**src/rtl/pdp8_rfx_pkg.sv**
```systemverilog
//==============================================================================
// Module  : pdp8_rfx_pkg
// Brief   : Shared types and constants for the RF08-style disk controller:
//           DMA state encoding, IOT sub-operation codes, status bit positions.
// Rev     : 1.0  initial release
//==============================================================================
`default_nettype none

package pdp8_rfx_pkg;

  typedef enum logic [2:0] {
    S_IDLE      = 3'd0,
    S_WC_RD     = 3'd1,
    S_WC_WR     = 3'd2,
    S_CA_RD     = 3'd3,
    S_CA_WR     = 3'd4,
    S_XFER_DISK = 3'd5,
    S_XFER_MEM  = 3'd6,
    S_DONE      = 3'd7
  } dma_state_e;

  // Sub-operation codes carried in mb[2:0]
  localparam logic [2:0] OP_DCMA = 3'd1;  // base code
  localparam logic [2:0] OP_DMAR = 3'd3;
  localparam logic [2:0] OP_DMAW = 3'd5;
  localparam logic [2:0] OP_DIML = 3'd1;  // base + 1
  localparam logic [2:0] OP_DIMA = 3'd2;
  localparam logic [2:0] OP_DFSE = 3'd5;
  localparam logic [2:0] OP_DFSC = 3'd6;
  localparam logic [2:0] OP_LOCK = 3'd1;  // base + 4
  localparam logic [2:0] OP_DXAL = 3'd3;
  localparam logic [2:0] OP_DXAC = 3'd5;

  // Status word returned by DIMA
  localparam int STAT_DONE    = 11;
  localparam int STAT_NXD     = 10;
  localparam int STAT_WLS     = 9;
  localparam int STAT_BUSY    = 8;
  localparam int STAT_IEN     = 7;
  localparam int STAT_EMA_LSB = 4;

endpackage

`default_nettype wire

```
**src/rtl/pdp8_rfx_if.sv**
```systemverilog
//==============================================================================
// Module  : pdp8_rfx_if
// Brief   : CPU IOT bus, memory DMA port and disk port of the controller.
//           slave = controller side, master = CPU/memory/disk side.
// Rev     : 1.0  initial release
//==============================================================================
`default_nettype none

interface pdp8_rfx_if #(
  parameter int DA_W = 20
) ();
  logic            iot;
  logic [3:0]      state;
  logic [11:0]     mb;
  logic [5:0]      io_select;
  logic [11:0]     io_data_in;
  logic [11:0]     io_data_out;
  logic            io_data_avail;
  logic            io_skip;
  logic            io_interrupt;
  logic            ram_read_req;
  logic            ram_write_req;
  logic [14:0]     ram_ma;
  logic [11:0]     ram_out;
  logic            ram_done;
  logic [11:0]     ram_in;
  logic [DA_W-1:0] disk_addr;
  logic            disk_rd_req;
  logic            disk_wr_req;
  logic [11:0]     disk_out;
  logic            disk_done;
  logic [11:0]     disk_in;

  modport slave (
    input  iot, state, mb, io_select, io_data_in, ram_done, ram_in, disk_done, disk_in,
    output io_data_out, io_data_avail, io_skip, io_interrupt,
           ram_read_req, ram_write_req, ram_ma, ram_out,
           disk_addr, disk_rd_req, disk_wr_req, disk_out
  );

  modport master (
    output iot, state, mb, io_select, io_data_in, ram_done, ram_in, disk_done, disk_in,
    input  io_data_out, io_data_avail, io_skip, io_interrupt,
           ram_read_req, ram_write_req, ram_ma, ram_out,
           disk_addr, disk_rd_req, disk_wr_req, disk_out
  );
endinterface

`default_nettype wire

```
**src/rtl/pdp8_rfx_dma.sv**
```systemverilog
//==============================================================================
// Module  : pdp8_rfx_dma
// Brief   : Per-word DMA sequencer: bump WC and CA in field 0, then move one
//           word between disk and memory at {EMA, CA+1}. One request at a time.
// Rev     : 1.0  initial release
//==============================================================================
`default_nettype none

module pdp8_rfx_dma
  import pdp8_rfx_pkg::*;
#(
  parameter logic [11:0] WC_ADDR = 12'o7750
) (
  input  logic        clk,
  input  logic        reset_n,
  input  logic        start,
  input  logic        dir_write,
  input  logic        abort,
  input  logic        nxd,
  input  logic        locked,
  input  logic [2:0]  ema,
  input  logic        ram_done,
  input  logic [11:0] ram_in,
  input  logic        disk_done,
  input  logic [11:0] disk_in,
  output logic        ram_read_req,
  output logic        ram_write_req,
  output logic [14:0] ram_ma,
  output logic [11:0] ram_out,
  output logic        disk_rd_req,
  output logic        disk_wr_req,
  output logic [11:0] disk_out,
  output logic        busy,
  output logic        dar_inc,
  output logic        set_done,
  output logic        set_nxd,
  output logic        set_wls
);

  localparam logic [14:0] WC_MA = {3'b000, WC_ADDR};
  localparam logic [14:0] CA_MA = {3'b000, WC_ADDR + 12'd1};

  dma_state_e  state_q, state_d;
  logic        req_q, req_d;
  logic        write_q, write_d;
  logic        wc_zero_q, wc_zero_d;
  logic [11:0] ca_q, ca_d;
  logic [14:0] ram_ma_q, ram_ma_d;
  logic [11:0] ram_out_q, ram_out_d;
  logic [11:0] disk_out_q, disk_out_d;

  // Sequencer state and registered bus outputs
  always_ff @(posedge clk or negedge reset_n) begin
    if (!reset_n) begin
      state_q    <= S_IDLE;
      req_q      <= 1'b0;
      write_q    <= 1'b0;
      wc_zero_q  <= 1'b0;
      ca_q       <= 12'd0;
      ram_ma_q   <= 15'd0;
      ram_out_q  <= 12'd0;
      disk_out_q <= 12'd0;
    end else begin
      state_q    <= state_d;
      req_q      <= req_d;
      write_q    <= write_d;
      wc_zero_q  <= wc_zero_d;
      ca_q       <= ca_d;
      ram_ma_q   <= ram_ma_d;
      ram_out_q  <= ram_out_d;
      disk_out_q <= disk_out_d;
    end
  end

  // Next state: a done response retires the current request and the new
  // state raises the next one; the word loop ends when the bumped WC is zero
  always_comb begin
    state_d    = state_q;
    req_d      = req_q;
    write_d    = write_q;
    wc_zero_d  = wc_zero_q;
    ca_d       = ca_q;
    ram_ma_d   = ram_ma_q;
    ram_out_d  = ram_out_q;
    disk_out_d = disk_out_q;
    dar_inc    = 1'b0;
    set_done   = 1'b0;
    set_nxd    = 1'b0;
    set_wls    = 1'b0;
    case (state_q)
      S_IDLE: if (start) begin
        write_d  = dir_write;
        ram_ma_d = WC_MA;
        req_d    = 1'b1;
        state_d  = S_WC_RD;
      end
      S_WC_RD: if (ram_done) begin
        ram_out_d = ram_in + 12'd1;
        wc_zero_d = (ram_in == 12'o7777);
        state_d   = S_WC_WR;
      end
      S_WC_WR: if (ram_done) begin
        ram_ma_d = CA_MA;
        state_d  = S_CA_RD;
      end
      S_CA_RD: if (ram_done) begin
        ca_d      = ram_in + 12'd1;
        ram_out_d = ram_in + 12'd1;
        state_d   = S_CA_WR;
      end
      S_CA_WR: if (ram_done) begin
        ram_ma_d = {ema, ca_q};
        if (nxd) begin
          set_nxd = 1'b1;
          req_d   = 1'b0;
          state_d = S_DONE;
        end else if (write_q && locked) begin
          set_wls = 1'b1;
          req_d   = 1'b0;
          state_d = S_DONE;
        end else begin
          state_d = write_q ? S_XFER_MEM : S_XFER_DISK;
        end
      end
      S_XFER_DISK: if (disk_done) begin
        if (write_q) begin
          dar_inc  = 1'b1;
          ram_ma_d = WC_MA;
          req_d    = !wc_zero_q;
          state_d  = wc_zero_q ? S_DONE : S_WC_RD;
        end else begin
          ram_out_d = disk_in;
          state_d   = S_XFER_MEM;
        end
      end
      S_XFER_MEM: if (ram_done) begin
        if (write_q) begin
          disk_out_d = ram_in;
          state_d    = S_XFER_DISK;
        end else begin
          dar_inc  = 1'b1;
          ram_ma_d = WC_MA;
          req_d    = !wc_zero_q;
          state_d  = wc_zero_q ? S_DONE : S_WC_RD;
        end
      end
      S_DONE: begin
        set_done = 1'b1;
        state_d  = S_IDLE;
      end
      default: begin
        req_d   = 1'b0;
        state_d = S_IDLE;
      end
    endcase
    // Clear-all from the CPU wins over everything in flight
    if (abort) begin
      state_d  = S_IDLE;
      req_d    = 1'b0;
      dar_inc  = 1'b0;
      set_done = 1'b0;
      set_nxd  = 1'b0;
      set_wls  = 1'b0;
    end
  end

  // Request strobes decoded from the registered state and request flag
  always_comb begin
    ram_read_req  = req_q && ((state_q == S_WC_RD) || (state_q == S_CA_RD) ||
                              ((state_q == S_XFER_MEM) && write_q));
    ram_write_req = req_q && ((state_q == S_WC_WR) || (state_q == S_CA_WR) ||
                              ((state_q == S_XFER_MEM) && !write_q));
    disk_rd_req   = req_q && (state_q == S_XFER_DISK) && !write_q;
    disk_wr_req   = req_q && (state_q == S_XFER_DISK) && write_q;
    busy          = (state_q != S_IDLE);
    ram_ma        = ram_ma_q;
    ram_out       = ram_out_q;
    disk_out      = disk_out_q;
  end

endmodule

`default_nettype wire

```
**src/rtl/pdp8_rfx.sv**
```systemverilog
//==============================================================================
// Module  : pdp8_rfx
// Brief   : RF08-style fixed-head disk controller for a PDP-8 IOT bus.
//           IOT decode, DAR/EMA/status registers; DMA in pdp8_rfx_dma.
//           Optional write-lock register: define PDP8_RFX_WLOCK_EN.
// Rev     : 1.0  initial release
//==============================================================================
`default_nettype none

module pdp8_rfx
  import pdp8_rfx_pkg::*;
#(
  parameter logic [5:0]  DEV_CODE = 6'o60,
  parameter int          NDRIVES  = 4,
  parameter int          WPD_LOG2 = 18,
  parameter logic [11:0] WC_ADDR  = 12'o7750
) (
  input logic        clk,
  input logic        reset_n,
  pdp8_rfx_if.slave  bus
);

  localparam int DA_W  = $clog2(NDRIVES) + WPD_LOG2;
  // DAR always carries a full 3-bit drive field so out-of-range drives are visible
  localparam int DAR_W = WPD_LOG2 + 3;
  localparam int UP_W  = DAR_W - 12;
  localparam logic [3:0] NDRV = 4'(NDRIVES);

  logic [DAR_W-1:0] dar_q, dar_d;
  logic [2:0]       ema_q, ema_d;
  logic             ien_q, ien_d;
  logic             done_q, done_d;
  logic             nxd_q, nxd_d;
  logic             wls_q, wls_d;
  logic             iot_prev_q, iot_prev_d;

  logic        sel, fire, dev0, dev1, dev4;
  logic [2:0]  op;
  logic [2:0]  drive;
  logic        drive_nxd, locked;
  logic        start, dir_write, abort;
  logic        busy, dar_inc, set_done, set_nxd, set_wls;
  logic [11:0] status;
  logic        unused_mb;

  assign unused_mb = ^bus.mb[11:3];

  // IOT decode; the edge detect makes an IOT act once even if state 1 is held
  always_comb begin
    sel        = bus.iot && (bus.state == 4'h1);
    iot_prev_d = sel;
    fire       = sel && !iot_prev_q;
    op         = bus.mb[2:0];
    dev0       = sel && (bus.io_select == DEV_CODE);
    dev1       = sel && (bus.io_select == DEV_CODE + 6'd1);
    dev4       = sel && (bus.io_select == DEV_CODE + 6'd4);
    drive      = dar_q[DAR_W-1 -: 3];
    drive_nxd  = ({1'b0, drive} >= NDRV);
    status                       = 12'd0;
    status[STAT_DONE]            = done_q;
    status[STAT_NXD]             = nxd_q;
    status[STAT_WLS]             = wls_q;
    status[STAT_BUSY]            = busy;
    status[STAT_IEN]             = ien_q;
    status[STAT_EMA_LSB +: 3]    = ema_q;
  end

  // IOT responses, valid only while the decoded IOT is on the bus
  always_comb begin
    bus.io_data_out   = 12'd0;
    bus.io_data_avail = 1'b0;
    bus.io_skip       = 1'b0;
    if (dev1 && op == OP_DIMA) begin
      bus.io_data_out   = status;
      bus.io_data_avail = 1'b1;
    end
    if (dev1 && op == OP_DFSE) bus.io_skip = nxd_q || wls_q;
    if (dev1 && op == OP_DFSC) bus.io_skip = done_q;
    if (dev4 && op == OP_DXAC) begin
      bus.io_data_out   = 12'(dar_q[DAR_W-1:12]);
      bus.io_data_avail = 1'b1;
    end
    bus.io_interrupt = ien_q && (done_q || nxd_q || wls_q);
    bus.disk_addr    = dar_q[DA_W-1:0];
  end

  // Register updates from DMA events and IOT commands
  always_comb begin
    dar_d     = dar_q;
    ema_d     = ema_q;
    ien_d     = ien_q;
    done_d    = done_q;
    nxd_d     = nxd_q;
    wls_d     = wls_q;
    start     = 1'b0;
    dir_write = 1'b0;
    abort     = 1'b0;
    if (dar_inc)  dar_d  = dar_q + 1'b1;
    if (set_done) done_d = 1'b1;
    if (set_nxd)  nxd_d  = 1'b1;
    if (set_wls)  wls_d  = 1'b1;
    if (fire && dev0 && op == OP_DCMA) begin
      dar_d  = '0;
      done_d = 1'b0;
      nxd_d  = 1'b0;
      wls_d  = 1'b0;
      abort  = 1'b1;
    end
    if (fire && dev0 && (op == OP_DMAR || op == OP_DMAW) && !busy) begin
      dar_d[11:0] = bus.io_data_in;
      start       = 1'b1;
      dir_write   = (op == OP_DMAW);
    end
    if (fire && dev1 && op == OP_DIML) begin
      ien_d = bus.io_data_in[8];
      ema_d = bus.io_data_in[5:3];
    end
    if (fire && dev4 && op == OP_DXAL) dar_d[DAR_W-1:12] = bus.io_data_in[UP_W-1:0];
  end

  // Controller registers
  always_ff @(posedge clk or negedge reset_n) begin
    if (!reset_n) begin
      dar_q      <= '0;
      ema_q      <= 3'd0;
      ien_q      <= 1'b0;
      done_q     <= 1'b0;
      nxd_q      <= 1'b0;
      wls_q      <= 1'b0;
      iot_prev_q <= 1'b0;
    end else begin
      dar_q      <= dar_d;
      ema_q      <= ema_d;
      ien_q      <= ien_d;
      done_q     <= done_d;
      nxd_q      <= nxd_d;
      wls_q      <= wls_d;
      iot_prev_q <= iot_prev_d;
    end
  end

`ifdef PDP8_RFX_WLOCK_EN
  logic [NDRIVES-1:0] lock_q, lock_d;

  // Per-drive write lock, loaded as a whole by the lock IOT
  always_comb begin
    lock_d = lock_q;
    if (fire && dev4 && op == OP_LOCK) lock_d = bus.io_data_in[NDRIVES-1:0];
    locked = 1'b0;
    for (int i = 0; i < NDRIVES; i++) begin
      if (drive == 3'(i)) locked = lock_q[i];
    end
  end

  // Write-lock register
  always_ff @(posedge clk or negedge reset_n) begin
    if (!reset_n) lock_q <= '0;
    else          lock_q <= lock_d;
  end
`else
  assign locked = 1'b0;
`endif

  pdp8_rfx_dma #(
    .WC_ADDR (WC_ADDR)
  ) u_dma (
    .clk           (clk),
    .reset_n       (reset_n),
    .start         (start),
    .dir_write     (dir_write),
    .abort         (abort),
    .nxd           (drive_nxd),
    .locked        (locked),
    .ema           (ema_q),
    .ram_done      (bus.ram_done),
    .ram_in        (bus.ram_in),
    .disk_done     (bus.disk_done),
    .disk_in       (bus.disk_in),
    .ram_read_req  (bus.ram_read_req),
    .ram_write_req (bus.ram_write_req),
    .ram_ma        (bus.ram_ma),
    .ram_out       (bus.ram_out),
    .disk_rd_req   (bus.disk_rd_req),
    .disk_wr_req   (bus.disk_wr_req),
    .disk_out      (bus.disk_out),
    .busy          (busy),
    .dar_inc       (dar_inc),
    .set_done      (set_done),
    .set_nxd       (set_nxd),
    .set_wls       (set_wls)
  );

endmodule

`default_nettype wire
```
**src/flat_wrapper.sv**
```systemverilog
// flat-port wrapper written by rule: the top's interface ports become plain ports
module pdp8_rfx_flat import pdp8_rfx_pkg::*;
#(
  parameter logic [5:0]  DEV_CODE = 6'o60,
  parameter int          NDRIVES  = 4,
  parameter int          WPD_LOG2 = 18,
  parameter logic [11:0] WC_ADDR  = 12'o7750
)
  (clk, reset_n, bus_iot, bus_state, bus_mb, bus_io_select, bus_io_data_in, bus_ram_done, bus_ram_in, bus_disk_done, bus_disk_in, bus_io_data_out, bus_io_data_avail, bus_io_skip, bus_io_interrupt, bus_ram_read_req, bus_ram_write_req, bus_ram_ma, bus_ram_out, bus_disk_addr, bus_disk_rd_req, bus_disk_wr_req, bus_disk_out);
  pdp8_rfx_if bus_i ();
  input logic clk;
  input logic reset_n;
  input wire logic [$bits(bus_i.iot)-1:0] bus_iot;
  input wire logic [$bits(bus_i.state)-1:0] bus_state;
  input wire logic [$bits(bus_i.mb)-1:0] bus_mb;
  input wire logic [$bits(bus_i.io_select)-1:0] bus_io_select;
  input wire logic [$bits(bus_i.io_data_in)-1:0] bus_io_data_in;
  input wire logic [$bits(bus_i.ram_done)-1:0] bus_ram_done;
  input wire logic [$bits(bus_i.ram_in)-1:0] bus_ram_in;
  input wire logic [$bits(bus_i.disk_done)-1:0] bus_disk_done;
  input wire logic [$bits(bus_i.disk_in)-1:0] bus_disk_in;
  output wire logic [$bits(bus_i.io_data_out)-1:0] bus_io_data_out;
  output wire logic [$bits(bus_i.io_data_avail)-1:0] bus_io_data_avail;
  output wire logic [$bits(bus_i.io_skip)-1:0] bus_io_skip;
  output wire logic [$bits(bus_i.io_interrupt)-1:0] bus_io_interrupt;
  output wire logic [$bits(bus_i.ram_read_req)-1:0] bus_ram_read_req;
  output wire logic [$bits(bus_i.ram_write_req)-1:0] bus_ram_write_req;
  output wire logic [$bits(bus_i.ram_ma)-1:0] bus_ram_ma;
  output wire logic [$bits(bus_i.ram_out)-1:0] bus_ram_out;
  output wire logic [$bits(bus_i.disk_addr)-1:0] bus_disk_addr;
  output wire logic [$bits(bus_i.disk_rd_req)-1:0] bus_disk_rd_req;
  output wire logic [$bits(bus_i.disk_wr_req)-1:0] bus_disk_wr_req;
  output wire logic [$bits(bus_i.disk_out)-1:0] bus_disk_out;
  assign bus_i.iot = bus_iot;
  assign bus_i.state = bus_state;
  assign bus_i.mb = bus_mb;
  assign bus_i.io_select = bus_io_select;
  assign bus_i.io_data_in = bus_io_data_in;
  assign bus_i.ram_done = bus_ram_done;
  assign bus_i.ram_in = bus_ram_in;
  assign bus_i.disk_done = bus_disk_done;
  assign bus_i.disk_in = bus_disk_in;
  assign bus_io_data_out = bus_i.io_data_out;
  assign bus_io_data_avail = bus_i.io_data_avail;
  assign bus_io_skip = bus_i.io_skip;
  assign bus_io_interrupt = bus_i.io_interrupt;
  assign bus_ram_read_req = bus_i.ram_read_req;
  assign bus_ram_write_req = bus_i.ram_write_req;
  assign bus_ram_ma = bus_i.ram_ma;
  assign bus_ram_out = bus_i.ram_out;
  assign bus_disk_addr = bus_i.disk_addr;
  assign bus_disk_rd_req = bus_i.disk_rd_req;
  assign bus_disk_wr_req = bus_i.disk_wr_req;
  assign bus_disk_out = bus_i.disk_out;
  pdp8_rfx #(.DEV_CODE(DEV_CODE), .NDRIVES(NDRIVES), .WPD_LOG2(WPD_LOG2), .WC_ADDR(WC_ADDR)) u_core (.clk(clk), .reset_n(reset_n), .bus(bus_i));
endmodule
```
**config.mk**
```make
export PLATFORM = sky130hd
export DESIGN_NAME = pdp8_rfx_flat
export DESIGN_NICKNAME = d
export VERILOG_FILES = /design/src/rtl/pdp8_rfx_pkg.sv /design/src/rtl/pdp8_rfx_if.sv /design/src/rtl/pdp8_rfx_dma.sv /design/src/rtl/pdp8_rfx.sv /design/src/flat_wrapper.sv
export SDC_FILE = /design/constraint.sdc
export NUM_CORES = 1
export LEC_CHECK = 0
export BUFFER_PORTS_ARGS = -buffer_cell sky130_fd_sc_hd__buf_4
export CORE_ASPECT_RATIO = 0.6
export CORE_MARGIN = 2
export CORE_UTILIZATION = 57
export DETAILED_ROUTE_END_ITERATION = 16
export HOLD_SLACK_MARGIN = 0.03
export PLACE_DENSITY = 0.86
export REMOVE_ABC_BUFFERS = 1
export SLEW_MARGIN = 10
export SYNTH_ARGS = -nofsm -noshare
export SYNTH_HDL_FRONTEND = slang
export SYNTH_HIERARCHICAL = 1
export SYNTH_SLANG_ARGS = --single-unit
```
**constraint.sdc**
```tcl
create_clock -name clk -period 5.21 [get_ports clk]
set_input_delay 0.2605 -clock clk [delete_from_list [all_inputs] [get_ports clk]]
set_output_delay 0.2605 -clock clk [all_outputs]
set_load 0.005 [all_outputs]
```
==> key figures <==
CTS
  • Clk root buf: clkbuf_16
  • Post-CTS setup buffers: 0
  • Worst skew pair latency: 350 ps
  • H-tree lvl count: 3
  • Clk sinks: 86
  • Hold_buf cts: 0
  • CTS Buffer Depth: 2
  • CTS tree: done
  • Resized cells post-CTS: 0
  • Clock slew at reported path FFs: 70 ps
  • TritonCTS buffer count: 9

Layout
  • Finished Cell Area: 0.00615 mm²
  • Post-Layout Cell Count: 744
  • Layout filler cell count: 631
  • Layout cells sized above 1: 0.299
  • Nets: 692
  • Area growth from synthesis to layout: 23.8%
  • Antenna cells: 0
  • Multi-input logic area: 0.00247 mm²
  • Register area: 0.00215 mm²

Critical path
  • CP Cell Sequence: or3_1 -> nor3_2 -> nor4b_1 -> a31oi_1 -> o311a_2 -> o21ai_0 -> a21oi_1
  • Worst path bufs/invs: 0
  • Endpoint class of the critical path: flop
  • WP data arrival: 3680 ps
  • CP Max Fanout: 32
  • Crit Path Category: reg -> reg
  • Crit path required time: 5400 ps
  • CP max stage cell: nor3_2
  • Worst path top cell family by delay: simple AND/OR/NAND/NOR gates
  • Startpoint Class: flop
  • Crit-path max cell delay: 890 ps

Route
  • Final WL: 14000 µm
  • Via-to-Cell Ratio: 5.98
  • TritonRoute pass-1 iters: 5
  • Routed via count: 4447
  • WL per Instance: 18.8 µm
  • Detailed Route Iter0 Violations: 555
  • DRC Markers: 0
  • DRT antenna net count: 0

GRT
  • Initial antenna violation count: 0
  • Overflow after GRT: 0
  • GRT Total Usage: 0.294
  • Vias in the first global route: 4257
  • Largest net degree at the start of global routing: 87
  • First-pass GRT wire length: 22200 µm

Floorplan
  • Starting Density: 0.585
  • Die Y: 76.3 µm
  • Rows: 26
  • Die footprint: 0.00951 mm²
  • Chip width: 125 µm
  • Io pins: 141
  • Core Region: 0.00849 mm²

Timing
  • Setup TNS: 0 ps
  • Final hold vios: 0
  • Slew Viols, Final: 0
  • Setup violations, final: 0
  • Setup Skew: 7.78 ps
  • Period minus WS final: 3490 ps
  • Max-slew headroom: 0.266
  • Worst-Margin Slew: 1100 ps
  • Fin crit share: 0.671
  • Unrepaired setup endpoints after global routing: no
  • Fmax: 286 MHz

Power
  • Pleak: 2.99 nW
  • Peak supply drop: 0.000244 V
  • PD cells: 441 mW/mm²

Logic synthesis
  • Synthesized area: 0.00497 mm²
  • Ys Warns: 6
  • Register area share after synthesis: 0.433
  • Mapped Cells: 529
  • Average size of a mapped cell: 9.40 µm²
  • Top_reg_cell synth: dfrtp_1
  • Synth unique cells: 66
  • Ys async rst share: 1.00
  • EDFF count, synth: 0
  • Number of synthesized register bits: 86

Placement
  • Area post-placement: 0.00582 mm²
  • # placed instances: 728
  • DP HPWL: 10200 µm
  • Port Buffer Count: 131
  • Final GP Congestion: 0.903

Outcome
  • Status: complete, no violations

Hold path
  • Worst min path class: in -> async

Run
  • Max_cap viols: 0
[synth_stat cells, types with 3 or more instances]
cell / count / share of area
inv_1: 13 / 0.0098
o21ai_0: 38 / 0.038
xor2_1: 17 / 0.030
and3_1: 19 / 0.024
nand4_1: 11 / 0.014
mux2_4: 5 / 0.015
or2_2: 4 / 0.0050
a21o_1: 6 / 0.0091
nand3_1: 17 / 0.017
nor4bb_1: 3 / 0.0060
nand2_1: 55 / 0.042
xnor2_1: 8 / 0.014
dfrtp_1: 86 / 0.43
a22o_1: 5 / 0.0088
a21oi_1: 13 / 0.013
nor3b_1: 5 / 0.0076
and4_1: 6 / 0.011
a211oi_1: 7 / 0.011
nor4_1: 4 / 0.0050
clkbuf_1: 12 / 0.0091
a31o_2: 4 / 0.0070
mux2_2: 18 / 0.041
and2_1: 10 / 0.013
nor3_1: 14 / 0.014
nor2b_1: 6 / 0.0076
buf_6: 3 / 0.0068
mux2i_1: 12 / 0.024
buf_2: 12 / 0.012
buf_4: 22 / 0.033
nor2_1: 44 / 0.033
[cell families (layout without fill, tap and decap cells)]
logic type | after synthesis | after routing | share of synthesized area
AO/OA/AOI/OAI | 102 | 102 | 0.134
XOR/XNOR | 25 | 25 | 0.0440
adder cells (fa/ha/maj) | 4 | 4 | 0.00931
buffers and inverters | 63 | 164 | 0.0717
flip-flops | 86 | 86 | 0.433
multiplexers | 35 | 35 | 0.0800
other | 1 | 3 | 0.000754
AND/OR/NAND/NOR | 213 | 213 | 0.227
[layout by cell type (no fill, tap or decap), types with 9 or more instances in the layout]
cell / n
nand4_1: 11
nor3_1: 14
nand2_1: 55
and3_1: 19
o21ai_0: 38
xor2_1: 17
clkbuf_16: 9
mux2_2: 18
a21oi_1: 13
inv_1: 13
mux2i_1: 12
and2_1: 10
dfrtp_1: 86
nand3_1: 17
buf_4: 134
nor2_1: 44
[report_power, final]
group	switching, mW	leakage (nW)	internal, mW
combinational	0.441	1.75	0.479
sequential	0.205	1.08	0.872
clock	0.290	0.156	0.428
total	0.936	2.99	1.78
[metrics by stage]
stage          power (mW)  worst slack [ps]  hold slack (ps)   util
2_1_floorplan        1.52              2340            -35.1      -
3_3_place_gp         1.93              1980              454  0.686
3_5_place_dp         1.99              1830              456  0.686
4_1_cts              2.71              1800             96.4  0.725
5_1_grt              2.86              1460             99.8  0.725
6_report             2.71              1720             89.7  0.725
[layer usage]
layer | up-vias | global-route usage | share of wire
li1 | 2056 | - | -
met1 | 2093 | 0.423 | 0.43
met2 | 274 | 0.421 | 0.44
met3 | 24 | 0.0955 | 0.11
met4 | 0 | 0.101 | 0.017
met5 | - | 0 | 0
[worst paths after layout]
check                      cells after the start               startpoint                  endpoint  slack [ps]
hold / removal                                 1                  reset_n  u_core/u_dma/disk_out[8]          90
hold reg to reg                                1  u_core/u_dma/ram_out[6]   u_core/u_dma/ram_out[6]         490
setup reg to reg                               7  u_core/u_dma/state_q[2]   u_core/u_dma/state_q[2]        1720
max in group asynchronous                      1                  reset_n          u_core/dar_q[17]        4370
setup / recovery                               7  u_core/u_dma/state_q[2]   u_core/u_dma/state_q[2]        1720
min in group clk                               2             bus_state[2]         u_core/iot_prev_q         100
[area by class of cell]
type	instances	share of cell area
Multi-Input combinational cell	382	0.401
Sequential cell	86	0.350
Timing Repair Buffer	134	0.164
Clock buffer	9	0.0366
Tap cell	112	0.0228
Clock inverter	7	0.0173
Inverter	14	0.00854
[registers in the layout, indices dropped and copies added, names as in the netlist, 3 cells and up]
register               cells
u_core/dar_q              21
u_core/u_dma/ram_ma       15
u_core/u_dma/ca_q         12
u_core/u_dma/disk_out     12
u_core/u_dma/ram_out      12
u_core/ema_q               3
u_core/u_dma/state_q       3
Note: power is estimated with default switching activity, not from simulation.
